===== src/rtl/touch_pkg.sv =====
// touch_pkg: definitions shared by the touch press filter and its helpers.
//   COORD_W   - width of raw X/Y/Z and of the averaged coordinates
//   Z_MIN_DEF - default pressure threshold (inclusive)
//   touch_state_t - press/release FSM state encoding
//   is_touched()  - pressure qualification of one sample
package touch_pkg;

   localparam int COORD_W = 12;

   typedef logic [COORD_W-1:0] coord_t;

   localparam coord_t Z_MIN_DEF = 12'd100;

   typedef enum logic [1:0] {
      IDLE  = 2'd0,
      ARM   = 2'd1,
      ACCUM = 2'd2,
      HELD  = 2'd3
   } touch_state_t;

   // A sample counts as a touch when the pressure reaches the threshold.
   function automatic logic is_touched(input coord_t z, input coord_t z_min);
      return (z >= z_min);
   endfunction

endpackage


===== src/rtl/touch_press_filter_if.sv =====
// touch_press_filter_if: groups the raw touch inputs and the filtered event
// outputs of touch_press_filter.
//   X, Y, Z        - raw coordinates and pressure (free running)
//   press_valid    - one-cycle press event, press_x/press_y valid from here
//   press_x/y      - averaged coordinate of the last accepted press
//   touching       - level, high between press and release
//   release_valid  - one-cycle release event
//   move_valid     - one-cycle drag update (0 unless drag support is built)
// Modports:
//   master - the filter: consumes X/Y/Z, drives the events
//   slave  - the touch source / menu side
interface touch_press_filter_if;
   import touch_pkg::*;

   coord_t X;
   coord_t Y;
   coord_t Z;
   logic   press_valid;
   coord_t press_x;
   coord_t press_y;
   logic   touching;
   logic   release_valid;
   logic   move_valid;

   modport master (
      input  X, Y, Z,
      output press_valid, press_x, press_y, touching, release_valid, move_valid
   );

   modport slave (
      output X, Y, Z,
      input  press_valid, press_x, press_y, touching, release_valid, move_valid
   );

endinterface


===== src/rtl/sample_tick_gen.sv =====
// sample_tick_gen: free-running divider producing a one-cycle tick every
// SAMPLE_DIV clocks. The counter runs 0..SAMPLE_DIV-1 and tick is high while
// it sits at the top value, so the first tick lands SAMPLE_DIV cycles after
// reset is released. SAMPLE_DIV=1 gives a tick every cycle.
//   CLK_I - clock
//   reset - synchronous, active-high
//   tick  - one-cycle strobe at the counter wrap
module sample_tick_gen #(
   parameter int SAMPLE_DIV = 1000
) (
   input  logic CLK_I,
   input  logic reset,
   output logic tick
);

   localparam int CNT_W = (SAMPLE_DIV > 1) ? $clog2(SAMPLE_DIV) : 1;

   logic [CNT_W-1:0] cnt;

   assign tick = (cnt == CNT_W'(SAMPLE_DIV - 1));

   always_ff @(posedge CLK_I) begin
      if (reset)
         cnt <= '0;
      else if (tick)
         cnt <= '0;
      else
         cnt <= cnt + CNT_W'(1);
   end

endmodule


===== src/rtl/touch_press_filter.sv =====
// touch_press_filter: turns raw touchscreen X/Y/Z into clean press/release
// events for the menu controller.
//   CLK_I  - clock
//   reset  - synchronous, active-high; clears all state and outputs
//   bus    - touch_press_filter_if.master (raw inputs, event outputs)
// Operation: X/Y/Z are captured on every sample tick. In the cycle after the
// tick the FSM judges that registered sample: DEB_SAMPLES touched samples arm
// a press, the next 2^AVG_LOG2 touched samples are averaged, and the press
// event fires with the average. DEB_SAMPLES consecutive untouched samples in
// HELD produce the release event. Any untouched sample before the press
// completes drops back to IDLE.
// Event outputs are decoded from the registered sample in the cycle after the
// tick, so press_valid/release_valid/move_valid are single-cycle by
// construction (the registered sample is only valid for that one cycle).
// Optional build macro: TOUCH_DRAG_EN - while HELD, keep averaging touched
// samples and publish each new window on press_x/press_y with move_valid.
module touch_press_filter
   import touch_pkg::*;
#(
   parameter int     SAMPLE_DIV  = 1000,
   parameter int     DEB_SAMPLES = 3,
   parameter int     AVG_LOG2    = 2,
   parameter coord_t Z_MIN       = Z_MIN_DEF
) (
   input logic                  CLK_I,
   input logic                  reset,
   touch_press_filter_if.master bus
);

   localparam int NSAMP = 1 << AVG_LOG2;
   localparam int SUM_W = COORD_W + AVG_LOG2;
   localparam int N_W   = AVG_LOG2 + 1;
   localparam int DEB_W = $clog2(DEB_SAMPLES + 1);

   typedef logic [SUM_W-1:0] sum_t;

   // ---------------------------------------------------------------- tick
   logic tick;

   sample_tick_gen #(
      .SAMPLE_DIV(SAMPLE_DIV)
   ) u_tick (
      .CLK_I (CLK_I),
      .reset (reset),
      .tick  (tick)
   );

   // ------------------------------------------------------ sample capture
   coord_t smp_x;
   coord_t smp_y;
   logic   smp_touch;
   logic   smp_vld;   // registered sample is fresh this cycle

   always_ff @(posedge CLK_I) begin
      if (reset) begin
         smp_x     <= '0;
         smp_y     <= '0;
         smp_touch <= 1'b0;
         smp_vld   <= 1'b0;
      end else begin
         smp_vld <= tick;
         if (tick) begin
            smp_x     <= bus.X;
            smp_y     <= bus.Y;
            smp_touch <= is_touched(bus.Z, Z_MIN);
         end
      end
   end

   // ------------------------------------------------------------- state
   touch_state_t     state, state_d;
   logic [DEB_W-1:0] deb_cnt, deb_d;
   logic [DEB_W-1:0] rel_cnt, rel_d;
   logic [N_W-1:0]   n, n_d;
   sum_t             sx, sx_d;
   sum_t             sy, sy_d;
   coord_t           px, px_d;
   coord_t           py, py_d;

   always_ff @(posedge CLK_I) begin
      if (reset) begin
         state   <= IDLE;
         deb_cnt <= '0;
         rel_cnt <= '0;
         n       <= '0;
         sx      <= '0;
         sy      <= '0;
         px      <= '0;
         py      <= '0;
      end else begin
         state   <= state_d;
         deb_cnt <= deb_d;
         rel_cnt <= rel_d;
         n       <= n_d;
         sx      <= sx_d;
         sy      <= sy_d;
         px      <= px_d;
         py      <= py_d;
      end
   end

   // -------------------------------------------------- next state / events
   logic             press_evt;
   logic             release_evt;
`ifdef TOUCH_DRAG_EN
   logic             move_evt;
`endif
   logic [DEB_W-1:0] deb_inc;
   sum_t             sx_acc;
   sum_t             sy_acc;

   always_comb begin
      state_d     = state;
      deb_d       = deb_cnt;
      rel_d       = rel_cnt;
      n_d         = n;
      sx_d        = sx;
      sy_d        = sy;
      px_d        = px;
      py_d        = py;
      press_evt   = 1'b0;
      release_evt = 1'b0;
`ifdef TOUCH_DRAG_EN
      move_evt    = 1'b0;
`endif
      deb_inc     = '0;
      sx_acc      = sx + sum_t'(smp_x);
      sy_acc      = sy + sum_t'(smp_y);

      if (smp_vld) begin
         unique case (state)
            // IDLE and ARM share the debounce count; a first touched sample
            // counts as 1 so DEB_SAMPLES=1 goes straight to ACCUM.
            IDLE, ARM: begin
               if (smp_touch) begin
                  deb_inc = (state == IDLE) ? DEB_W'(1) : deb_cnt + DEB_W'(1);
                  if (deb_inc >= DEB_W'(DEB_SAMPLES)) begin
                     state_d = ACCUM;
                     deb_d   = '0;
                     n_d     = '0;
                     sx_d    = '0;
                     sy_d    = '0;
                  end else begin
                     state_d = ARM;
                     deb_d   = deb_inc;
                  end
               end else begin
                  state_d = IDLE;
                  deb_d   = '0;
               end
            end

            ACCUM: begin
               if (smp_touch) begin
                  sx_d = sx_acc;
                  sy_d = sy_acc;
                  n_d  = n + N_W'(1);
                  if (n == N_W'(NSAMP - 1)) begin
                     // Window complete: publish the truncated average and
                     // start HELD with empty sums.
                     press_evt = 1'b1;
                     px_d      = sx_acc[SUM_W-1:AVG_LOG2];
                     py_d      = sy_acc[SUM_W-1:AVG_LOG2];
                     state_d   = HELD;
                     rel_d     = '0;
                     n_d       = '0;
                     sx_d      = '0;
                     sy_d      = '0;
                  end
               end else begin
                  // Abort: coordinates of the previous press stay put.
                  state_d = IDLE;
                  n_d     = '0;
                  sx_d    = '0;
                  sy_d    = '0;
               end
            end

            HELD: begin
               if (!smp_touch) begin
                  if (rel_cnt == DEB_W'(DEB_SAMPLES - 1)) begin
                     release_evt = 1'b1;
                     state_d     = IDLE;
                     rel_d       = '0;
                     n_d         = '0;
                     sx_d        = '0;
                     sy_d        = '0;
                  end else begin
                     rel_d = rel_cnt + DEB_W'(1);
                  end
               end else begin
                  rel_d = '0;
`ifdef TOUCH_DRAG_EN
                  // Drag: untouched samples leave the partial window alone,
                  // touched ones extend it. Release happens only on an
                  // untouched sample, so it can never coincide with a move.
                  sx_d = sx_acc;
                  sy_d = sy_acc;
                  n_d  = n + N_W'(1);
                  if (n == N_W'(NSAMP - 1)) begin
                     move_evt = 1'b1;
                     px_d     = sx_acc[SUM_W-1:AVG_LOG2];
                     py_d     = sy_acc[SUM_W-1:AVG_LOG2];
                     n_d      = '0;
                     sx_d     = '0;
                     sy_d     = '0;
                  end
`endif
               end
            end

            default: state_d = IDLE;
         endcase
      end
   end

   // ----------------------------------------------------------- outputs
   // Events are decoded from the current sample, so the new coordinate is
   // presented through px_d in the same cycle as its event. Reset forces
   // every output low even in the cycle it is first asserted.
   assign bus.press_valid   = press_evt & ~reset;
   assign bus.release_valid = release_evt & ~reset;
   assign bus.touching      = ~reset & (((state == HELD) & ~release_evt) | press_evt);
   assign bus.press_x       = reset ? '0 : px_d;
   assign bus.press_y       = reset ? '0 : py_d;
`ifdef TOUCH_DRAG_EN
   assign bus.move_valid    = move_evt & ~reset;
`else
   assign bus.move_valid    = 1'b0;
`endif

endmodule


===== src/flat_wrapper.sv =====
// flat-port wrapper written by rule: the top's interface ports become plain ports
module touch_press_filter_flat import touch_pkg::*;
#(
   parameter int     SAMPLE_DIV  = 1000,
   parameter int     DEB_SAMPLES = 3,
   parameter int     AVG_LOG2    = 2,
   parameter coord_t Z_MIN       = Z_MIN_DEF
)
  (CLK_I, reset, bus_X, bus_Y, bus_Z, bus_press_valid, bus_press_x, bus_press_y, bus_touching, bus_release_valid, bus_move_valid);
  touch_press_filter_if bus_i ();
  input logic CLK_I;
  input logic reset;
  input wire logic [$bits(bus_i.X)-1:0] bus_X;
  input wire logic [$bits(bus_i.Y)-1:0] bus_Y;
  input wire logic [$bits(bus_i.Z)-1:0] bus_Z;
  output wire logic [$bits(bus_i.press_valid)-1:0] bus_press_valid;
  output wire logic [$bits(bus_i.press_x)-1:0] bus_press_x;
  output wire logic [$bits(bus_i.press_y)-1:0] bus_press_y;
  output wire logic [$bits(bus_i.touching)-1:0] bus_touching;
  output wire logic [$bits(bus_i.release_valid)-1:0] bus_release_valid;
  output wire logic [$bits(bus_i.move_valid)-1:0] bus_move_valid;
  assign bus_i.X = bus_X;
  assign bus_i.Y = bus_Y;
  assign bus_i.Z = bus_Z;
  assign bus_press_valid = bus_i.press_valid;
  assign bus_press_x = bus_i.press_x;
  assign bus_press_y = bus_i.press_y;
  assign bus_touching = bus_i.touching;
  assign bus_release_valid = bus_i.release_valid;
  assign bus_move_valid = bus_i.move_valid;
  touch_press_filter #(.SAMPLE_DIV(SAMPLE_DIV), .DEB_SAMPLES(DEB_SAMPLES), .AVG_LOG2(AVG_LOG2), .Z_MIN(Z_MIN)) u_core (.CLK_I(CLK_I), .reset(reset), .bus(bus_i));
endmodule

===== config.mk =====
export PLATFORM = sky130hd
export DESIGN_NAME = touch_press_filter_flat
export DESIGN_NICKNAME = d
export VERILOG_FILES = /design/src/rtl/touch_pkg.sv /design/src/rtl/touch_press_filter_if.sv /design/src/rtl/sample_tick_gen.sv /design/src/rtl/touch_press_filter.sv /design/src/flat_wrapper.sv
export SDC_FILE = /design/constraint.sdc
export NUM_CORES = 1
export LEC_CHECK = 0
export BUFFER_PORTS_ARGS = -buffer_cell sky130_fd_sc_hd__buf_2
export CORE_MARGIN = 8
export CORE_UTILIZATION = 58
export CTS_CLUSTER_DIAMETER = 30
export DETAILED_ROUTE_END_ITERATION = 8
export GPL_ROUTABILITY_DRIVEN = 0
export PLACE_DENSITY_LB_ADDON = 0.25
export SLEW_MARGIN = 20
export SYNTH_ARGS = -nofsm -noshare
export SYNTH_HDL_FRONTEND = slang
export SYNTH_SLANG_ARGS = --single-unit

===== constraint.sdc =====
create_clock -name CLK_I -period 2.65 [get_ports CLK_I]
set_input_delay 0.1325 -clock CLK_I [delete_from_list [all_inputs] [get_ports CLK_I]]
set_output_delay 0.1325 -clock CLK_I [all_outputs]
set_load 0.02 [all_outputs]

==> key figures, run 1 <==
Logic synthesis
  – Share of the synthesized area in the top cell type: 0.4026
  – Unique masters post-synth: 61
  – Async SR Flop Fraction: 0
  – Compound-Gate Fraction of Synth Area: 0.1997
  – Mean Syn Cell Area: 8.316 sq um
  – Sequential share of the synthesized area: 0.4026
  – Count leader, synth: nand2_1
  – EDFF count, synth: 0
  – Area contributors post-synth: dfxtp_1 (40%), nand2_1 (7.9%), ha_1 (6.7%)
  – Simple-gate area share of the yosys netlist: 0.2239
  – Cells after synthesis: 580
  – Yosys reg bits: 97
  – Synth top cells by count: nand2_1 (101), dfxtp_1 (97), a21oi_1 (63)
  – Post-synth top flop: dfxtp_1
  – XOR/XNOR share of the synthesized area: 0.04540
  – Largest family of logic cells by synthesized area: simple AND/OR/NAND/NOR gates
  – Mapped Area: 4823 sq um
  – Net count after synthesis: 646
  – Yosys top cell by area: dfxtp_1
  – Synth Area in Adders: 0.07575
  – Yosys warns: 0
  – Mux cell area share after synthesis: 0.006485

Critical path
  – Worst setup startpoint: u_core.sx[0]$_SDFFE_PP0P_
  – Worst R2R Path Depth: 10
  – Critical path's top delay family: compound AO/OA/AOI/OAI gates
  – CP Launch Type: register
  – Worst Path Class, Setup: register to output port
  – Worst Setup End Kind: output port
  – Flop-to-flop setup slack: 0.43 ns
  – Cell Chain, Critical Path: ha_4, inv_2, fa_2, nand2b_4, a21oi_4, o311a_4, a221o_1, xnor2_2, o21ai_2, buf_6
  – Worst Path Buf+Inv: 2
  – Crit path DAT: 2.53 ns
  – Slowest-stage cell, CP: a221o_1
  – Critical Path RT: 2.52 ns
  – Largest stage delay on the critical path: 0.38 ns
  – CP Max Fanout: 3
  – Crit path depth: 10
  – R2R Path Start: u_core.sx[0]$_SDFFE_PP0P_

Routing
  – DR DRC count: 0
  – Post-route ant nets: 0
  – Vias/cell: 5.676
  – DRT Pass-1 Iters: 5
  – WL final: 11880 um
  – Vias: 4416
  – DR WL/cell: 15.28 um
  – Iter 0 DRT Violations: 210

Floorplan
  – Core Region: 8134 sq um
  – IO Pins: 66
  – Die width: 107.2 um
  – Core Rows: 33
  – Die footprint: 11490 sq um
  – Die Y: 107.2 um
  – Initial Util: 0.5930

Cells and area
  – N_diodes: 0
  – Nets: 734
  – Area Growth Syn to Fin: 25.08%
  – # fillers: 605
  – Final instance area: 6033 sq um
  – Layout cells sized above 1: 0.2585

STA
  – Period minus WS final: 2.661 ns
  – Max-slew headroom: 0.4846
  – FMAX: 375.8 MHz
  – Final Hold Fails: 0
  – Clk_skew: 0.01248 ns
  – Setup TNS: -0.01134 ns
  – Measured slew at the worst slew-check pin: 0.7731 ns
  – Max-slew violations: 0
  – Final WS setup: -0.01076 ns
  – Final setup vio count: 2
  – Fin crit share: 1.004
  – RSZ-0062 raised after global routing: true

Clock tree
  – Clock Tree Root: clkbuf_8
  – Worst-path clk slew: 0.10 ns
  – H-tree levels: 3
  – CTS buffer count: 9
  – Maximum buffer depth of the clock tree: 2
  – Clock Latency Late Sink: 0.38 ns
  – CTS tree: built
  – Num Clock Sinks: 97

Placement
  – Number of port buffers: 62
  – Area after DPL: 5189 sq um
  – DP HPWL: 8068 um

Hold path
  – Tightest Hold Check Type: input pin to register
  – Worst hold start: bus_X[9]
  – Min-Delay Path Depth: 3

Pwr
  – P_leak: 2.471 nW
  – Cell Pwr Density: 417.8 nW/um^2
  – Max IR drop VDD: 0.2934 mV

GRT
  – Remaining global-route overflow: 0
  – Overall Global Routing Usage: 0.2028
  – Initial antenna violation count: 0
  – First-pass GRT wire length: 19270 um
  – Vias in the first global route: 4223
  – Largest net degree at the start of global routing: 46

Outcome
  – Outcome: complete, but fails checks
  – Failing checks: setup timing

Flow run
  – Max_cap viols: 0
-- logic make-up (layout without fill, tap and decap cells) --
logic type                 count (synthesis)  after routing
DFF                                       97             97
adders and majority gates                 28             28
buffers and inverters                     43            136
other                                      1              1
AOI/OAI and AO/OA                        154            154
xor gates and xnor gates                  25             25
and+or+nand+nor                          229            229
muxes                                      3              3
-- power breakdown --
part / internal, mW / switching [mW] / total, mW
Sequential: 1.46 / 0.00284 / 1.46
Combinational: 0.0483 / 0.0420 / 0.0903
Clock: 0.393 / 0.575 / 0.967
-- final timing paths --
kind                                     endpoint
setup reg to reg       u_core.sx[12]$_SDFFE_PP0P_
hold / removal       u_core.smp_x[9]$_SDFFE_PP0P_
setup / recovery                  bus_press_x[10]
hold reg to reg   u_core.u_tick.cnt[0]$_SDFF_PP0_
-- cells in the final DEF, fill, tap and decap left out, types with 4 or more instances in the layout --
cell           count
nand2_1          100
dfxtp_1           89
nor2_1            56
a21oi_1           54
buf_2             52
buf_4             29
dlygate4sd3_1     20
o21ai_0           18
ha_1              16
a21o_1            15
xnor2_1           13
a22oi_1           12
xor2_1            11
inv_1             10
clkbuf_8          10
a21oi_2            9
dfxtp_2            8
buf_6              7
nor3_1             6
nand3b_1           6
ha_2               6
nand4b_1           5
nand3_1            5
and3_1             4
a31oi_1            4
a22o_1             4
nor2b_1            4
and2_1             4
ha_4               4
-- state kept, by name, indices dropped and copies added (netlist names) --
name / count
u_core.deb_cnt: 2
u_core.n: 3
u_core.px: 12
u_core.py: 12
u_core.rel_cnt: 2
u_core.smp_touch: 1
u_core.smp_vld: 1
u_core.smp_x: 12
u_core.smp_y: 12
u_core.state: 2
u_core.sx: 14
u_core.sy: 14
u_core.u_tick.cnt: 10
-- layer usage --
metal | part of all wire | GRT usage | vias to the layer above
li1 | - | - | 2196
met1 | 0.45 | 0.2486 | 2091
met2 | 0.48 | 0.3411 | 111
met3 | 0.052 | 0.04379 | 18
met4 | 0.016 | 0.07236 | 0
met5 | 0 | 0 | -
-- layout make-up --
| class | count | area, sq um | share of cell area |
|---|---|---|---|
| Multi-Input combinational cell | 440 | 2953 | 0.4894 |
| Sequential cell | 97 | 1952 | 0.3235 |
| Timing Repair Buffer | 108 | 757.0 | 0.1255 |
| Clock buffer | 10 | 137.6 | 0.02281 |
| Tap cell | 105 | 131.4 | 0.02178 |
| Clock inverter | 6 | 57.56 | 0.009540 |
| Inverter | 12 | 45.04 | 0.007466 |
-- stage by stage --
step	hold WS [ns]	worst slack (ns)	std cells	total power, mW	util
after floorplan	0.2685	0.1159	580	1.533	-
after global placement	0.3754	0.1575	729	1.562	0.6379
after detailed placement	0.3787	0.1216	729	1.563	0.6379
after CTS	0.003055	0.0006330	772	2.535	0.7094
after global routing	0.01925	-0.09798	778	2.607	0.7417
final	0.01058	-0.01076	778	2.521	0.7417
-- worst register-to-register path: cells and delay by family (launching register included) --
| kind | cells | cell delay, ns |
|---|---|---|
| AOI/OAI and AO/OA | 5 | 1.03 |
| adders and majority gates | 2 | 0.39 |
| buffers and inverters | 2 | 0.22 |
| DFF | 1 | 0.35 |
| and+or+nand+nor | 1 | 0.15 |
-- timing repair --
| item | 4_1_cts | 5_1_grt |
|---|---|---|
| pin swaps | 11 | 16 |
| hold buffers | 20 | 0 |
| resized for setup | 37 | 53 |
| buffers inserted | 7 | 6 |
| endpoints found under the setup margin | 16 | 16 |
| hold endpoints to repair | 20 | 0 |
Power figures use the tool's default switching activity.
==> run 2, diff against run 1 <==
Settings changed: SETUP_SLACK_MARGIN from default to 0.05, TNS_END_PERCENT from default to 20.
==> run 2 against run 1 <==
Compared with the run above: the run now ends clean; clock power about the same; sequential share of layout area increased by 0.28 points; combinational power decreased by 0.6%.
==> key figures, run 2 (synthesis gave the netlist of run 1 again) <==
Outcome
  – Outcome: finished clean

Floorplan
  – Die footprint: 11490 sq um (unchanged)
  – Die width: 107.2 um (unchanged)
  – Core Rows: 33 (unchanged)
  – Core Region: 8134 sq um (unchanged)
  – Initial Util: 0.5930 (unchanged)
  – Die Y: 107.2 um (unchanged)
  – IO Pins: 66 (unchanged)

Clock tree
  – Worst-path clk slew: 0.10 ns (about the same)
  – CTS buffer count: 9 (unchanged)
  – Clock Tree Root: clkbuf_8
  – Num Clock Sinks: 97 (unchanged)
  – Maximum buffer depth of the clock tree: 2 (unchanged)
  – H-tree levels: 3 (unchanged)
  – CTS tree: built
  – Clock Latency Late Sink: 0.37 ns (about the same)

Placement
  – Pre-CTS setup slack: 0.1216 ns (unchanged)
  – Area after DPL: 5189 sq um (unchanged)
  – Number of port buffers: 62 (unchanged)
  – DP HPWL: 8068 um (unchanged)

GRT
  – Remaining global-route overflow: 0 (unchanged)
  – Vias in the first global route: 4256 (+0.78%)
  – Initial antenna violation count: 0 (unchanged)
  – First-pass GRT wire length: 19500 um (+1.2%)
  – Overall Global Routing Usage: 0.2053 (+0.002527)
  – Largest net degree at the start of global routing: 46 (unchanged)

Cells and area
  – Final instance area: 5997 sq um (-0.60%)
  – Nets: 730 (-0.54%)
  – # fillers: 606 (+0.17%)
  – Commonest non-fill, non-tap cells in the layout: nand2_1 (100), dfxtp_1 (87), nor2_1 (57)
  – Area Growth Syn to Fin: 24.33%
  – Top Registers: u_core.sx: 14 flops, u_core.sy: 14 flops
  – Layout cells sized above 1: 0.2511 (-0.007423)
  – Commonest non-fill, non-tap cell in the layout: nand2_1
  – N_diodes: 0 (unchanged)

Routing
  – Iter 0 DRT Violations: 189 (-10%)
  – Met3 WL: 551 um (-11%)
  – DRT Pass-1 Iters: 4 (-1)
  – Vias/cell: 5.703 (+0.47%)
  – Post-Route M1 WL: 5401 um (+1.4%)
  – Vias: 4414 (-0.045%)
  – Post-route ant nets: 0 (unchanged)
  – Highest metal layer with signal wires: met4
  – DR WL/cell: 15.36 um (+0.58%)
  – WL final: 11890 um (about the same)
  – Routed length on met2: 5806 um (+0.92%)
  – DR DRC count: 0 (unchanged)

Critical path
  – Worst Setup End Kind: output port
  – Crit path DAT: 2.50 ns (-0.03 ns)
  – Critical Path RT: 2.52 ns (about the same)
  – Worst Path Class, Setup: register to output port
  – Worst R2R Path Depth: 10 (unchanged)
  – CP Launch Type: register
  – CP Max Fanout: 3 (unchanged)

STA
  – FMAX: 380.1 MHz (+1.1%)
  – Final Hold Fails: 0 (unchanged)
  – Clk_skew: 0.01082 ns (-0.001659 ns)
  – Max-slew headroom: 0.4894 (+0.004789)
  – Measured slew at the worst slew-check pin: 0.7659 ns (-0.007183 ns)
  – Period minus WS final: 2.631 ns (-0.03005 ns)
  – RSZ-0062 raised after global routing: true
  – Fin crit share: 0.9927 (-0.01134)
  – Max-slew violations: 0 (unchanged)
  – Final setup vio count: 0 (-2)
  – Final WS setup: 0.01929 ns (+0.03005 ns)

Pwr
  – Total power: 2.520 mW (about the same)
  – Cell Pwr Density: 420.3 nW/um^2 (+0.60%)
  – P_leak: 2.432 nW (-1.6%)
  – Max IR drop VDD: 0.2789 mV (-4.9%)

Hold path
  – Min-Delay Path Depth: 3 (unchanged)
  – Tightest Hold Check Type: input pin to register

Flow run
  – Max_cap viols: 0 (unchanged)
==> run 2: routing by layer <==
layer / track usage / vias up
li1: - / 2188
met1: 0.2514 / 2129
met2: 0.3433 / 85
met3: 0.04499 / 12
met4: 0.07739 / 0
met5: 0 / -
==> run 2: what timing repair did <==
| action | in CTS | in global routing |
|---|---|---|
| buffers inserted | 5 | 4 |
| hold buffers | 20 | 0 |
| hold endpoints to repair | 20 | 0 |
| pin swaps | 14 | 21 |
| gates resized for setup | 54 | 29 |
| setup endpoints to repair | 16 | 17 |
==> run 2: path summary, 6_finish.rpt <==
path	startpoint	end	slack (ns)
min reg2reg	u_core.u_tick.cnt[0]$_SDFF_PP0_	u_core.u_tick.cnt[0]$_SDFF_PP0_	0.45
max	u_core.sx[0]$_SDFFE_PP0P_	bus_press_x[10]	0.02
min	bus_X[9]	u_core.smp_x[9]$_SDFFE_PP0P_	0.01
max reg2reg	u_core.sx[0]$_SDFFE_PP0P_	u_core.sx[12]$_SDFFE_PP0P_	0.50
==> run 2: power by group <==
| group | total (mW) | internal, mW | switching [mW] |
|---|---|---|---|
| sequential | 1.46 | 1.46 | 0.00283 |
| clock | 0.968 | 0.393 | 0.576 |
| combinational | 0.0898 | 0.0482 | 0.0416 |
==> run 2: area by class of cell <==
type                    count  area (sq um)  area share
multi-input cells         440          2952      0.4922
flip-flops and latches     97          1957      0.3263
repair buffers            104         716.9      0.1195
clock buffers              10         137.6     0.02295
well taps                 105         131.4     0.02191
clock inverters             6         57.56    0.009597
inverters                  12         45.04    0.007511
==> run 2: worst max-delay path, cell delays in order (launching register included) <==
cell,delay [ns]
dfxtp_2,0.35
ha_4,0.17
inv_2,0.06
fa_2,0.20
nand2b_4,0.14
a21oi_4,0.07
o311a_4,0.34
a221o_1,0.34
xnor2_1,0.14
o21ai_1,0.16
buf_4,0.17
==> run 2: stage by stage <==
stage / hold WS [ns] / util / TNS (ns) / instances
floorplan: 0.2685 / - / 0 / 580
global placement: 0.3754 / 0.6379 / 0 / 729
detailed placement: 0.3787 / 0.6379 / 0 / 729
CTS: 0.003055 / 0.7190 / 0 / 770
global route: 0.01849 / 0.7373 / -0.5663 / 774
finish: 0.01049 / 0.7373 / 0 / 774
==> run 3, diff against run 2 <==
Settings changed: ABC_AREA from default to 1, CTS_CLUSTER_SIZE from default to 25.
==> run 3 against run 2 <==
Compared with the run above: register-to-register slack improved by 0.18 ns; sequential share of layout area down 1.1 points; synthesized cell count grew 38%; final cell count grew 29%; utilization decreased by 5.6 points; non-clock buffer count down 10; design area up 3.0%; combinational power rose by 2.7%; clock skew about the same.
==> key figures, run 3 <==
Critical path
  – Slowest-stage cell, CP: fa_2
  – Worst Path Class, Setup: register to output port
  – Worst Setup End Kind: output port
  – R2R Path Start: u_core.state[0]$_SDFFE_PP0P_
  – Flop-to-flop setup slack: 0.68 ns (+0.18 ns)
  – Crit path DAT: 2.33 ns (-0.17 ns)
  – Largest stage delay on the critical path: 0.35 ns (about the same)
  – Cell Chain, Critical Path: ha_1, inv_1, fa_2, inv_1, nand3_1, nand3_2, nand2_1, nand2_1, xor2_1, o21ai_1, inv_1, buf_2
  – CP Launch Type: register
  – Critical path's top delay family: adder cells
  – Worst R2R Path Depth: 8 (-2)
  – Most common cell on crit path: inv_1
  – Worst Path Buf+Inv: 4 (+2)
  – CP Max Fanout: 4 (+1)
  – Critical Path RT: 2.52 ns (about the same)
  – Reg2reg end: u_core.sy[10]$_SDFFE_PP0P_

STA
  – Max-slew violations: 0 (unchanged)
  – Period minus WS final: 2.465 ns (-0.1656 ns)
  – Final Hold Fails: 0 (unchanged)
  – Final WS setup: 0.1849 ns (+0.1656 ns)
  – Setup TNS: 0 ns (unchanged)
  – RSZ-0062 raised after global routing: true
  – Final setup vio count: 0 (unchanged)
  – FMAX: 405.7 MHz (+6.7%)
  – Clk_skew: 0.01110 ns (+0.0002755 ns)
  – Max-slew headroom: 0.6188 (+0.1293)
  – Measured slew at the worst slew-check pin: 0.5719 ns (-0.1940 ns)
  – Fin crit share: 0.9302 (-0.06250)

Clock tree
  – Maximum buffer depth of the clock tree: 2 (unchanged)
  – CTS buffer count: 9 (unchanged)
  – Worst-path clk slew: 0.09 ns (about the same)
  – Clock Latency Late Sink: 0.38 ns (about the same)
  – CTS tree: built
  – H-tree levels: 3 (unchanged)
  – Num Clock Sinks: 97 (unchanged)
  – Clock Tree Root: clkbuf_8

Pwr
  – Total power: 2.624 mW (+4.1%)
  – Cell Pwr Density: 425.0 nW/um^2 (+1.1%)
  – Max IR drop VDD: 0.2644 mV (-5.2%)
  – P_leak: 3.291 nW (+35%)

Logic synthesis
  – Post-synth top flop: dfxtp_1
  – Mean Syn Cell Area: 6.605 sq um (-21%)
  – XOR/XNOR share of the synthesized area: 0.02477 (-0.02063)
  – Synth top cells by count: nand2_1 (260), inv_1 (107), dfxtp_1 (97)
  – Cells after synthesis: 803 (+38%)
  – EDFF count, synth: 0 (unchanged)
  – Share of the synthesized area in the top cell type: 0.3661 (-0.03647)
  – Sequential share of the synthesized area: 0.3661 (-0.03647)
  – Async SR Flop Fraction: 0 (unchanged)
  – Compound-Gate Fraction of Synth Area: 0.08280 (-0.1169)
  – Yosys warns: 0 (unchanged)
  – Area contributors post-synth: dfxtp_1 (37%), nand2_1 (18%), inv_1 (7.6%)
  – Net count after synthesis: 869 (+35%)
  – Unique masters post-synth: 41 (-33%)
  – Yosys top cell by area: dfxtp_1
  – Largest family of logic cells by synthesized area: simple AND/OR/NAND/NOR gates
  – Simple-gate area share of the yosys netlist: 0.3484 (+0.1246)
  – Yosys reg bits: 97 (unchanged)
  – Count leader, synth: nand2_1
  – Synth Area in Adders: 0.06888 (-0.006862)
  – Mux cell area share after synthesis: 0 (-0.006485)
  – Mapped Area: 5304 sq um (+10%)

GRT
  – Remaining global-route overflow: 0 (unchanged)
  – First-pass GRT wire length: 22270 um (+14%)
  – Largest net degree at the start of global routing: 50 (+8.7%)
  – Vias in the first global route: 5165 (+21%)
  – Initial antenna violation count: 0 (unchanged)
  – Overall Global Routing Usage: 0.2128 (+0.007483)

Routing
  – Post-Route M1 WL: 5790 um (+7.2%)
  – Met3 WL: 807 um (+46%)
  – DRT Pass-1 Iters: 5 (+1)
  – Highest metal layer with signal wires: met4
  – DR WL/cell: 13.09 um (-15%)
  – Iter 0 DRT Violations: 329 (+74%)
  – Vias: 5158 (+17%)
  – DR DRC count: 0 (unchanged)
  – Post-route ant nets: 0 (unchanged)
  – Routed length on met2: 6230 um (+7.3%)
  – Vias/cell: 5.163 (-9.5%)
  – WL final: 13080 um (+10%)

Placement
  – Placed Cells: 958 (+31%)
  – Number of port buffers: 62 (unchanged)
  – DP HPWL: 9297 um (+15%)
  – Pre-CTS setup slack: 0.4246 ns (+0.3030 ns)

Outcome
  – Outcome: finished clean

Floorplan
  – Die width: 111.6 um (+4.1%)
  – Core Rows: 35 (+6.1%)
  – IO Pins: 66 (unchanged)
  – Initial Util: 0.5851 (-0.007893)
  – Die Y: 111.6 um (+4.1%)
  – Die footprint: 12460 sq um (+8.4%)
  – Core Region: 9065 sq um (+11%)

Cells and area
  – Commonest non-fill, non-tap cells in the layout: nand2_1 (260), inv_1 (107), dfxtp_1 (94)
  – Finished Layout Cells: 999 (+29%)
  – Nets: 949 (+30%)
  – Top Registers: u_core.sx: 14 flops, u_core.sy: 14 flops
  – Layout cells sized above 1: 0.1284 (-0.1227)
  – # fillers: 777 (+28%)
  – Commonest non-fill, non-tap cell in the layout: nand2_1
  – Area Growth Syn to Fin: 16.44%
  – N_diodes: 0 (unchanged)

Hold path
  – Hold EP: u_core.smp_touch$_SDFFE_PP0P_
  – Tightest Hold Check Type: input pin to register
  – Min-Delay Path Depth: 3 (unchanged)
  – Worst hold start: bus_Z[9]

Flow run
  – Max_cap viols: 0 (unchanged)
[run 3: worst max-delay path by stage]
stage                                      start                   end  slack (ns)  cells past startpoint
detailed placement      u_core.n[0]$_SDFFE_PP0P_        bus_press_x[6]        0.42                     13
global route        u_core.smp_x[0]$_SDFFE_PP0P_       bus_press_x[10]        0.02                     14
floorplan              u_core.sy[0]$_SDFFE_PP0P_  u_core.py[6]$_DFF_P_        0.66                     12
finish              u_core.smp_y[0]$_SDFFE_PP0P_        bus_press_y[4]        0.18                     12
global placement        u_core.n[0]$_SDFFE_PP0P_        bus_press_x[4]        0.47                     13
CTS                 u_core.smp_x[0]$_SDFFE_PP0P_        bus_press_x[4]        0.05                     12
[run 3: layout make-up]
type	instances	area, sq um	share of cell area
Clock buffer	10	127.6	0.02066
Clock inverter	6	90.09	0.01459
Inverter	113	436.7	0.07071
Multi-Input combinational cell	568	2824	0.4573
Sequential cell	97	1946	0.3150
Tap cell	111	138.9	0.02249
Timing Repair Buffer	94	613.1	0.09927
[run 3: tightest hold or removal path, stage by stage]
cell	delay, ns
buf_2	0.07
nor4_1	0.04
o22ai_1	0.09
[run 3: cells by family (layout without fill, tap and decap cells)]
kind of cell             Yosys count  after routing
AO/OA/AOI/OAI                     83             83
XOR/XNOR                          15             15
adder cells (fa/ha/maj)           28             28
buffers and inverters            138            223
flip-flops                        97             97
other                              1              1
AND/OR/NAND/NOR                  441            441
[run 3: stage by stage]
stage | instance area (sq um) | utilization | hold WS (ns)
detailed placement | 5655 | 0.6239 | 0.3281
CTS | 6116 | 0.6747 | 0.004247
global route | 6176 | 0.6813 | 0.04302
finish | 6176 | 0.6813 | 0.01200
global placement | 5655 | 0.6239 | 0.3239
floorplan | 5304 | - | 0.2356
[run 3: metal layers]
metal | track usage | vias up
li1 | - | 2666
met1 | 0.2495 | 2331
met2 | 0.3639 | 137
met3 | 0.05303 | 24
met4 | 0.08478 | 0
met5 | 0 | -
[run 3: where the power goes]
| part | switching, mW | internal [mW] | leakage (nW) |
|---|---|---|---|
| Clock | 0.534 | 0.536 | 0.107 |
| Sequential | 0.00238 | 1.46 | 0.783 |
| Combinational | 0.0433 | 0.0489 | 2.40 |
| Total | 0.580 | 2.04 | 3.29 |
[run 3: repair_timing]
action	4_1_cts	5_1_grt
endpoints found under the setup margin	3	13
resized for setup	1	15
buffers inserted	0	1
hold buffers	24	0
endpoints found under the hold margin	24	0
cloned	0	0
